File: src/rtl/imem_fetch_ctrl_if.sv
// IF-stage and Wishbone-classic bus bundle for imem_fetch_ctrl.
// The master modport is the fetch controller side; slave is the IF stage plus memory side.
interface imem_fetch_ctrl_if #(
  parameter int unsigned ADDR_W = 32
);
  logic              iEn;
  logic              iInval;
  logic [ADDR_W-1:0] iAddr;
  logic [31:0]       oData;
  logic              oStall;
  logic              oFault;
  logic              oWB_CYC;
  logic              oWB_STB;
  logic              oWB_WE;
  logic [3:0]        oWB_SEL;
  logic [ADDR_W-1:0] oWB_ADR;
  logic [31:0]       iWB_DAT;
  logic              iWB_ACK;
  logic              iWB_ERR;

  modport master (
    input  iEn, iInval, iAddr, iWB_DAT, iWB_ACK, iWB_ERR,
    output oData, oStall, oFault, oWB_CYC, oWB_STB, oWB_WE, oWB_SEL, oWB_ADR
  );

  modport slave (
    output iEn, iInval, iAddr, iWB_DAT, iWB_ACK, iWB_ERR,
    input  oData, oStall, oFault, oWB_CYC, oWB_STB, oWB_WE, oWB_SEL, oWB_ADR
  );
endinterface

File: src/rtl/imem_fetch_ctrl.sv
// Wishbone-classic instruction-fetch master with a single held word.
// Define IMEM_FETCH_TIMEOUT_EN to abort a REQ after TIMEOUT cycles as a bus fault.
module imem_fetch_ctrl #(
  parameter int unsigned ADDR_W   = 32,
  parameter logic [31:0] NOP_WORD = 32'h00000013,
  parameter int unsigned TIMEOUT  = 16
) (
  input  logic                   iClk,
  input  logic                   nRst,
  imem_fetch_ctrl_if.master      bus
);

  typedef enum logic {IDLE, REQ} state_e;

  state_e            state_q;
  logic              cyc_q;
  logic [ADDR_W-1:0] req_addr_q;
  logic [ADDR_W-1:0] hold_addr_q;
  logic [31:0]       hold_data_q;
  logic              hold_valid_q;
  logic              hold_fault_q;
  logic              hit;
  logic              misalign;
  logic              expire;

`ifdef IMEM_FETCH_TIMEOUT_EN
  localparam int unsigned CNT_W = $clog2(TIMEOUT + 1);
  logic [CNT_W-1:0] cnt_q;
  assign expire = (cnt_q == CNT_W'(TIMEOUT - 1));
`else
  assign expire = 1'b0;
`endif

  assign hit      = hold_valid_q && (hold_addr_q == bus.iAddr);
  assign misalign = (bus.iAddr[1:0] != 2'b00);

  assign bus.oStall  = bus.iEn && !hit && !misalign;
  assign bus.oData   = misalign ? NOP_WORD : hold_data_q;
  assign bus.oFault  = misalign ? 1'b1     : hold_fault_q;
  assign bus.oWB_CYC = cyc_q;
  assign bus.oWB_STB = cyc_q;
  assign bus.oWB_WE  = 1'b0;
  assign bus.oWB_SEL = '1;
  assign bus.oWB_ADR = req_addr_q;

  always_ff @(posedge iClk or negedge nRst) begin
    if (!nRst) begin
      state_q      <= IDLE;
      cyc_q        <= 1'b0;
      req_addr_q   <= '0;
      hold_addr_q  <= '0;
      hold_data_q  <= NOP_WORD;
      hold_valid_q <= 1'b0;
      hold_fault_q <= 1'b0;
`ifdef IMEM_FETCH_TIMEOUT_EN
      cnt_q        <= '0;
`endif
    end else begin
      case (state_q)
        IDLE: begin
          if (bus.iEn && !hit && !misalign) begin
            req_addr_q <= {bus.iAddr[ADDR_W-1:2], 2'b00};
            cyc_q      <= 1'b1;
            state_q    <= REQ;
`ifdef IMEM_FETCH_TIMEOUT_EN
            cnt_q      <= '0;
`endif
          end
        end
        REQ: begin
          // Priority: ERR, then ACK, then timeout expiry.
          if (bus.iWB_ERR || (!bus.iWB_ACK && expire)) begin
            hold_data_q  <= NOP_WORD;
            hold_addr_q  <= req_addr_q;
            hold_valid_q <= 1'b1;
            hold_fault_q <= 1'b1;
            cyc_q        <= 1'b0;
            state_q      <= IDLE;
          end else if (bus.iWB_ACK) begin
            hold_data_q  <= bus.iWB_DAT;
            hold_addr_q  <= req_addr_q;
            hold_valid_q <= 1'b1;
            hold_fault_q <= 1'b0;
            cyc_q        <= 1'b0;
            state_q      <= IDLE;
          end
`ifdef IMEM_FETCH_TIMEOUT_EN
          else begin
            cnt_q <= cnt_q + 1'b1;
          end
`endif
        end
        default: begin
          cyc_q   <= 1'b0;
          state_q <= IDLE;
        end
      endcase
      // Placed last so an invalidate overrides a fill landing in the same cycle.
      if (bus.iInval) begin
        hold_valid_q <= 1'b0;
      end
    end
  end

endmodule

File: src/flat_wrapper.sv
// flat-port wrapper written by rule: the top's interface ports become plain ports
module imem_fetch_ctrl_flat 
#(
  parameter int unsigned ADDR_W   = 32,
  parameter logic [31:0] NOP_WORD = 32'h00000013,
  parameter int unsigned TIMEOUT  = 16
)
  (iClk, nRst, bus_iEn, bus_iInval, bus_iAddr, bus_iWB_DAT, bus_iWB_ACK, bus_iWB_ERR, bus_oData, bus_oStall, bus_oFault, bus_oWB_CYC, bus_oWB_STB, bus_oWB_WE, bus_oWB_SEL, bus_oWB_ADR);
  imem_fetch_ctrl_if #(.ADDR_W(ADDR_W)) bus_i ();
  input  logic iClk;
  input  logic nRst;
  input wire logic [$bits(bus_i.iEn)-1:0] bus_iEn;
  input wire logic [$bits(bus_i.iInval)-1:0] bus_iInval;
  input wire logic [$bits(bus_i.iAddr)-1:0] bus_iAddr;
  input wire logic [$bits(bus_i.iWB_DAT)-1:0] bus_iWB_DAT;
  input wire logic [$bits(bus_i.iWB_ACK)-1:0] bus_iWB_ACK;
  input wire logic [$bits(bus_i.iWB_ERR)-1:0] bus_iWB_ERR;
  output wire logic [$bits(bus_i.oData)-1:0] bus_oData;
  output wire logic [$bits(bus_i.oStall)-1:0] bus_oStall;
  output wire logic [$bits(bus_i.oFault)-1:0] bus_oFault;
  output wire logic [$bits(bus_i.oWB_CYC)-1:0] bus_oWB_CYC;
  output wire logic [$bits(bus_i.oWB_STB)-1:0] bus_oWB_STB;
  output wire logic [$bits(bus_i.oWB_WE)-1:0] bus_oWB_WE;
  output wire logic [$bits(bus_i.oWB_SEL)-1:0] bus_oWB_SEL;
  output wire logic [$bits(bus_i.oWB_ADR)-1:0] bus_oWB_ADR;
  assign bus_i.iEn = bus_iEn;
  assign bus_i.iInval = bus_iInval;
  assign bus_i.iAddr = bus_iAddr;
  assign bus_i.iWB_DAT = bus_iWB_DAT;
  assign bus_i.iWB_ACK = bus_iWB_ACK;
  assign bus_i.iWB_ERR = bus_iWB_ERR;
  assign bus_oData = bus_i.oData;
  assign bus_oStall = bus_i.oStall;
  assign bus_oFault = bus_i.oFault;
  assign bus_oWB_CYC = bus_i.oWB_CYC;
  assign bus_oWB_STB = bus_i.oWB_STB;
  assign bus_oWB_WE = bus_i.oWB_WE;
  assign bus_oWB_SEL = bus_i.oWB_SEL;
  assign bus_oWB_ADR = bus_i.oWB_ADR;
  imem_fetch_ctrl #(.ADDR_W(ADDR_W), .NOP_WORD(NOP_WORD), .TIMEOUT(TIMEOUT)) u_core (.iClk(iClk), .nRst(nRst), .bus(bus_i));
endmodule
File: config.mk
export PLATFORM = sky130hd
export DESIGN_NAME = imem_fetch_ctrl_flat
export DESIGN_NICKNAME = d
export VERILOG_FILES = /design/src/rtl/imem_fetch_ctrl_if.sv /design/src/rtl/imem_fetch_ctrl.sv /design/src/flat_wrapper.sv
export SDC_FILE = /design/constraint.sdc
export NUM_CORES = 1
export LEC_CHECK = 0
export ABC_AREA = 0
export CORE_MARGIN = 2
export CORE_UTILIZATION = 49
export DETAILED_ROUTE_END_ITERATION = 7
export PLACE_DENSITY = 0.85
export SETUP_SLACK_MARGIN = 0.05
export SYNTH_ARGS = -nofsm -noshare
export SYNTH_HDL_FRONTEND = slang
export SYNTH_SLANG_ARGS = --single-unit
File: constraint.sdc
create_clock -name iClk -period 3.8 [get_ports iClk]
set_input_delay 1.14 -clock iClk [delete_from_list [all_inputs] [get_ports iClk]]
set_output_delay 1.14 -clock iClk [all_outputs]
set_load 0.005 [all_outputs]
==> results of run 1 <==
## report_power, final
part           switching (W)  internal [W]
registers           0.000349       0.00150
logic               0.000584      0.000995
clock network       0.000339      0.000258
total                0.00127       0.00276
## cell type report
class,count,area [um^2]
clock buffer,12,145
tap,108,135
fill,607,2530
multi-input combinational,246,1810
sequential,96,2410
timing repair buffer,148,1490
clock inverter,4,30.0
## per-layer routing
metal / wire [um] / track usage / share of wire / up-vias
li1: - / - / - / 1472
met5: 0 / 0 / 0 / -
met4: 149 / 0.0759 / 0.015 / 0
met1: 4390 / 0.290 / 0.44 / 1508
met3: 599 / 0.0547 / 0.059 / 9
met2: 4940 / 0.371 / 0.49 / 102
## state kept, by name (all words and copies together) (netlist names)
register	count
u_core.bus.oWB_CYC	1
u_core.state_q	1
u_core.hold_data_q	32
u_core.hold_valid_q	1
u_core.hold_fault_q	1
u_core.bus.oWB_ADR	30
u_core.hold_addr_q	30
## through the flow
step | TNS, ns | worst slack (ns) | hold WS (ns) | power (W) | instance area [um^2]
after CTS | 0 | 0.0935 | 0.506 | 0.00405 | 5980
final | 0 | 0.121 | 0.503 | 0.00403 | 6020
after global routing | 0 | 0.0513 | 0.516 | 0.00430 | 6020
after floorplan | 0 | 0.797 | 0.456 | 0.00264 | 4280
after global placement | -3.68 | -0.274 | 0.470 | 0.00335 | 5750
after detailed placement | -4.23 | -0.342 | 0.484 | 0.00341 | 5750
## worst register-to-register path: stages (launching register included)
cell,delay (ns)
dfrtp_1,0.42
xnor2_2,0.17
nand4_1,0.17
nor4_4,0.08
buf_4,0.15
a211oi_4,0.96
buf_12,0.28
mux2_4,0.33
## cell families (layout without fill, tap and decap cells)
kind of cell,count (synthesis),in the layout
AND/OR/NAND/NOR,140,140
AO/OA/AOI/OAI,39,39
other,2,7
buffers and inverters,27,164
XOR/XNOR,30,30
flip-flops,96,96
multiplexers,30,30
## cell usage in the layout, fill, tap and decap left out, types with 8 or more instances in the layout
cell and count:
nand2_1 92, buf_4 8, dlymetal6s2s_1 9, a22o_1 30, mux2_4 29, clkdlybuf4s50_1 112
dfrtp_1 93, and2_1 29, dlygate4sd2_1 12, xnor2_1 24, clkbuf_8 10
## worst paths after layout
kind                                             start                endpoint  slack (ns)
worst max register to register  u_core.hold_addr_q[25]  u_core.bus.oWB_ADR[24]        1.13
worst min-delay path            u_core.hold_addr_q[10]  u_core.hold_addr_q[10]        0.50
min in group asynchronous                         nRst  u_core.hold_data_q[25]        1.00
worst min register to register  u_core.hold_addr_q[10]  u_core.hold_addr_q[10]        0.50
worst max-delay path                      bus_iAddr[3]              bus_oStall        0.12
max in group asynchronous                         nRst   u_core.hold_data_q[4]        2.01
## timing repair
item	4_1_cts	5_1_grt
pin swaps	11	10
gates resized for setup	28	11
endpoints found under the setup margin	30	1
gates cloned	2	0
==> flow_summary.rst, run 1 <==
.. list-table::
   :header-rows: 1

   * - Metric
     - Value
   * - Run status
     - complete, no violations
   * - Layout overhead on the synthesized area
     - 41.4%
   * - List of most frequent post-synthesis cells
     - 93 x dfrtp_1, 92 x nand2_1, 30 x a22o_1, 30 x xnor2_1
   * - Net count reported at finish
     - 571
   * - TritonCTS clock tree
     - done
   * - Mux cell area share after synthesis
     - 0.105
   * - Worst slew margin
     - 0.216
   * - Floorplan die height
     - 97.2 um
   * - Maximum number of pins on one net before global-route repair
     - 95
   * - Number of buffers inserted by hold repair at cts
     - 0
   * - Leakage power summed over all cells
     - 2.80 nW
   * - Startpoint type of the worst setup path
     - input pin
   * - Antenna violations before repair
     - 0
   * - GRT overflow
     - 0
   * - H-tree lvl count
     - 3
   * - Worst Path Arrival
     - 2.54 ns
   * - Post-detail-place hpwl
     - 6.85 mm
   * - Xor and xnor fraction of the mapped netlist area
     - 0.0617
   * - Synth top area share
     - 0.547
   * - Top flip-flop cell by instance count after synthesis
     - dfrtp_1
   * - Clock transition at the registers of the reported paths
     - 0.09 ns
   * - Most frequently used cell type in the post-synthesis netlist
     - dfrtp_1
   * - Synth unique cells
     - 23
   * - Pins Over Slew Limit
     - 0
   * - Summed instance area of the synthesized netlist
     - 0.00426 mm^2
   * - Die area
     - 0.00945 mm^2
   * - Min cycle time layout
     - 3.68 ns
   * - Die Wd
     - 97.2 um
   * - Worst EP required
     - 2.66 ns
   * - IO Pins
     - 143
   * - Wire length of the first global-routing pass
     - 16.8 mm
   * - Number of sinks driven by the clock tree
     - 96
   * - Detailed-route DRC error count
     - 0
   * - Number of rows created at floorplan
     - 34
   * - Combinational family with the most area after synthesis
     - simple AND/OR/NAND/NOR gates
   * - Achievable clock frequency
     - 0.272 GHz
   * - Library cell with the largest summed area after synthesis
     - dfrtp_1
   * - Worst Clk Skew
     - 0.0108 ns
   * - Final antenna diode count
     - 0
   * - Least-Margin Pin Slew
     - 1.17 ns
   * - Via Count
     - 3091
   * - Post-route ant nets
     - 0
   * - Setup fix buffers added after clock tree synthesis
     - 0
   * - RSZ-0062 raised after global routing
     - false
   * - Basic-gate share of the synthesized area counting and, or, nand and nor cells
     - 0.152
   * - Number of cells after detailed placement
     - 596
   * - Via count of the first global-routing pass
     - 3370
   * - Slowest Stage Delay on Critical Path
     - 0.46 ns
   * - Cell-by-cell trace of the critical path
     - clkdlybuf4s50_1, xnor2_1, nand4_1, nor4_4, a21oi_2, buf_2
   * - Maximum fanout along the worst path
     - 2
   * - EDFF count, synth
     - 0
   * - Synthesized-area fraction occupied by ao, oa, aoi and oai cells
     - 0.0785
   * - Fin cells
     - 614
   * - Portion of the post-synthesis area used by sequential elements
     - 0.565
   * - Post-synthesis adder-cell area fraction
     - 0
   * - Total wire length
     - 10.1 mm
   * - Num CTS Buffers
     - 9
   * - Count of synthesis-stage warnings from yosys
     - 0
   * - Initial standard-cell utilization of the core
     - 0.498
   * - Ranking of synthesized cells by area
     - dfrtp_1 55%, mux2_4 10%, nand2_1 8.1%
   * - Portion of the clock cycle consumed by the worst path in the final layout
     - 0.968
   * - Power Dens Cells
     - 670 mW/mm^2
   * - Core region area
     - 0.00855 mm^2
   * - DR vias/cell
     - 5.03
   * - IR drop worst, VDD
     - 0.265 mV
   * - Average cell area after synthesis
     - 11.7 um^2
   * - Slowest library cell on the worst path
     - clkdlybuf4s50_1
   * - Number of stages on the worst hold path
     - 2
   * - Number of buffers inserted by port buffering
     - 135
   * - Total setup violations reported at the end of the flow
     - 0
   * - Number of design-rule violations left by the first detailed-router iteration
     - 114
   * - Count of endpoints failing hold in the final timing report
     - 0
   * - Hold WC Path Type
     - flip-flop to flip-flop
   * - Max Root-Sink Buffers
     - 2
   * - Clock network latency to the later pin of the worst-skew pair
     - 0.35 ns
   * - Number of buffers and inverters on the critical path
     - 2
   * - Core Util, Final
     - 0.704
   * - Type of destination of the critical path
     - output pin
   * - Share of flip-flops with an asynchronous set or reset after synthesis
     - 1.00
   * - Worst path depth
     - 6
   * - Layout cells sized above 1
     - 0.150
   * - Weighted congestion at the end of routability-driven global placement
     - 0.768
   * - Reg2Reg Depth
     - 7
   * - Max-capacitance violation count
     - 0
   * - Critical Setup Path Class
     - input pin to output pin
   * - Pre-antenna DRT Iters
     - 4
   * - Delay-heaviest family, CP
     - buffers and inverters
   * - Clock root buffer
     - clkbuf_8
   * - Tot GR Track Use
     - 0.223
   * - Synthesized instance count
     - 364
   * - Synthesis-stage register bit count
     - 96
   * - WL/cell
     - 16.4 um
No activity file was read; power rests on OpenSTA's default activity.
==> run 2: changes to the inputs <==
GPL_TIMING_DRIVEN = 1   (was default)
==> results of run 2 <==
The final DEF is identical to that of run 1; final timing and power are the same.
==> RTL edit (settings of run 1) <==
`ADDR_W` is set to 32 in 3 places; all go to 28.
--- a/src/rtl/imem_fetch_ctrl_if.sv
+++ b/src/rtl/imem_fetch_ctrl_if.sv
@@ -1,7 +1,7 @@
 // IF-stage and Wishbone-classic bus bundle for imem_fetch_ctrl.
 // The master modport is the fetch controller side; slave is the IF stage plus memory side.
 interface imem_fetch_ctrl_if #(
-  parameter int unsigned ADDR_W = 32
+  parameter int unsigned ADDR_W = 28
 );
   logic              iEn;
   logic              iInval;
--- a/src/rtl/imem_fetch_ctrl.sv
+++ b/src/rtl/imem_fetch_ctrl.sv
@@ -1,7 +1,7 @@
 // Wishbone-classic instruction-fetch master with a single held word.
 // Define IMEM_FETCH_TIMEOUT_EN to abort a REQ after TIMEOUT cycles as a bus fault.
 module imem_fetch_ctrl #(
-  parameter int unsigned ADDR_W   = 32,
+  parameter int unsigned ADDR_W   = 28,
   parameter logic [31:0] NOP_WORD = 32'h00000013,
   parameter int unsigned TIMEOUT  = 16
 ) (
--- a/src/flat_wrapper.sv
+++ b/src/flat_wrapper.sv
@@ -1,7 +1,7 @@
 // flat-port wrapper written by rule: the top's interface ports become plain ports
 module imem_fetch_ctrl_flat 
 #(
-  parameter int unsigned ADDR_W   = 32,
+  parameter int unsigned ADDR_W   = 28,
   parameter logic [31:0] NOP_WORD = 32'h00000013,
   parameter int unsigned TIMEOUT  = 16
 )
Ports: changed (resized bus_iAddr and bus_oWB_ADR); port bits go from 143 to 135. No check against the original RTL was run, so the function may have changed too.
==> RTL edit against run 1 <==
Register-to-register slack better by 360 ps; total power decreased by 9.6%; wire length shrank 6.0%; area after synthesis decreased by 8.5%; setup slack improved by 5.9 ps; largest cell class unchanged; sequential share of layout area up 0.21 points; sequential cell count down 8; global-route usage grew 0.075 points; critical path depth is 1 higher; cell area is 8.8% lower; highest routed layer unchanged.
==> RTL edit: results (changes against run 1) <==
<table>
<tr><th>Metric</th><th>Value</th></tr>
<tr><th colspan="2">Outcome</th></tr>
<tr><td>Result of the run</td><td>completed</td></tr>
<tr><th colspan="2">Drt</th></tr>
<tr><td>Routed length on met2</td><td>4610 um (-6.7%)</td></tr>
<tr><td>Count of routing violations after the opening detailed-route iteration</td><td>106 (-7.0%)</td></tr>
<tr><td>Met3 Routed Length</td><td>650 um (+8.5%)</td></tr>
<tr><td>Post-detailed-route wirelength per cell</td><td>16.4 um (-0.17%)</td></tr>
<tr><th colspan="2">Power</th></tr>
<tr><td>Peak supply drop</td><td>0.000299 V (+13%)</td></tr>
<tr><td>Leakage power summed over all cells</td><td>2.53 nW (-9.7%)</td></tr>
<tr><th colspan="2">Critical path</th></tr>
<tr><td>Slowest stage cell on the critical path</td><td>sky130_fd_sc_hd__or4_4</td></tr>
<tr><td>Critical Path Max Stage Delay</td><td>480 ps (+20 ps)</td></tr>
<tr><td>Arrival time at the worst endpoint</td><td>2530 ps (about the same)</td></tr>
<tr><td>Category of cells accounting for the largest share of critical-path delay</td><td>simple AND/OR/NAND/NOR gates</td></tr>
<tr><th colspan="2">Final layout</th></tr>
<tr><td>Number of nets in the layout</td><td>537 (-6.0%)</td></tr>
<tr><td>Proportion of layout cells with a drive suffix above 1</td><td>16.8% (+1.8 points)</td></tr>
<tr><td>Non-filler instance count after layout</td><td>578 (-5.9%)</td></tr>
<tr><td>Filler Cell Count</td><td>581 (-4.3%)</td></tr>
<tr><th colspan="2">Place</th></tr>
<tr><td>Final Wtd Congestion</td><td>0.737 (-4.0%)</td></tr>
<tr><td>Number of buffers added on ports</td><td>127 (-5.9%)</td></tr>
<tr><th colspan="2">Logic synthesis</th></tr>
<tr><td>Top post-synthesis cells by area</td><td>sky130_fd_sc_hd__dfrtp_1 (55%), sky130_fd_sc_hd__nand2_1 (7.9%), sky130_fd_sc_hd__mux2_4 (7.3%), sky130_fd_sc_hd__a22o_1 (6.7%), sky130_fd_sc_hd__and2_1 (4.7%)</td></tr>
<tr><td>Sequential area share after synthesis</td><td>56.6% (+0.11 points)</td></tr>
<tr><td>Synth Area in Compound Gates</td><td>8.35% (+0.50 points)</td></tr>
<tr><td>Multiplexer fraction of the synthesized cell area</td><td>9.34% (-1.1 points)</td></tr>
<tr><td>Top post-synthesis cells by count</td><td>sky130_fd_sc_hd__dfrtp_1 (85), sky130_fd_sc_hd__nand2_1 (82), sky130_fd_sc_hd__a22o_1 (30)</td></tr>
<tr><th colspan="2">Timing</th></tr>
<tr><td>Headroom to the max-slew limit</td><td>27.5% (+5.8 points)</td></tr>
<tr><td>Final worst clock skew</td><td>17.3 ps (+6.42 ps)</td></tr>
<tr><th colspan="2">Global route</th></tr>
<tr><td>Pin count of the biggest net entering global routing</td><td>89 (-6.3%)</td></tr>
<tr><td>Overall Global Routing Usage</td><td>22.4% (+0.075 points)</td></tr>
<tr><td>Global-route wire length before repair</td><td>15100 um (-9.8%)</td></tr>
</table>
[RTL edit: layout make-up]
type / instances / area [um^2] / share of cell area (%)
well taps: 102 / 128 / 2.32
multi-input cells: 228 / 1590 / 28.9
flip-flops and latches: 88 / 2210 / 40.2
repair buffers: 144 / 1400 / 25.4
clock buffers: 11 / 141 / 2.58
clock inverters: 5 / 32.5 / 0.593
[RTL edit: logic make-up (layout without fill, tap and decap cells)]
family                 after synthesis  count (layout)
AO/OA/AOI/OAI                       38              38
buffers and inverters               26             160
XOR/XNOR                            26              26
other                                2               7
flip-flops                          88              88
multiplexers                        26              26
AND/OR/NAND/NOR                    131             131
[RTL edit: what timing repair did]
item	in CTS	in global routing
pin swaps	15	22
resized for setup	27	27
hold buffers	0	0
buffers inserted	2	0
setup endpoints to repair	30	1
[RTL edit: layer usage]
metal / vias to the layer above / track usage, %
met2: 105 / 37.0
met3: 11 / 6.12
met1: 1460 / 29.1
met4: 0 / 6.62
li1: 1377 / -
met5: - / 0
[RTL edit: worst paths after layout]
path,from,endpoint,slack [ps],cells after the start
worst max-delay path,bus_iAddr[21],bus_oStall,130,7
worst min-delay path,u_core.bus.oWB_ADR[20]$_DFFE_PN0P_,u_core.hold_addr_q[20]$_DFFE_PN0P_,500,2
worst max register to register,u_core.hold_addr_q[20]$_DFFE_PN0P_,u_core.bus.oWB_ADR[10]$_DFFE_PN0P_,1490,6
worst min register to register,u_core.bus.oWB_ADR[20]$_DFFE_PN0P_,u_core.hold_addr_q[20]$_DFFE_PN0P_,500,2
max in group asynchronous,nRst,u_core.state_q$_DFF_PN0_,2100,1
min in group asynchronous,nRst,u_core.hold_data_q[21]$_DFFE_PN0P_,990,1
[RTL edit: tightest hold or removal path: cells and delay by family (launching register included)]
kind | cells | cell delay [ps]
and+or+nand+nor | 2 | 100
DFF | 1 | 370
[RTL edit: report_power, final]
group          switching [W]  internal (W)  leakage [nW]
Sequential          0.000294       0.00137          1.10
Clock               0.000325      0.000254        0.0813
Combinational       0.000538      0.000857          1.35
Total                0.00116       0.00248          2.53
[RTL edit: stage by stage]
stage | area (um^2) | hold WS, ps | worst slack, ps | power (W)
6_report | 5490 | 497 | 127 | 0.00364
5_1_grt | 5490 | 518 | 69.4 | 0.00388
4_1_cts | 5500 | 503 | 59.6 | 0.00366
3_5_place_dp | 5320 | 483 | -671 | 0.00308
3_3_place_gp | 5320 | 471 | -668 | 0.00301
2_1_floorplan | 3920 | 456 | 456 | 0.00238
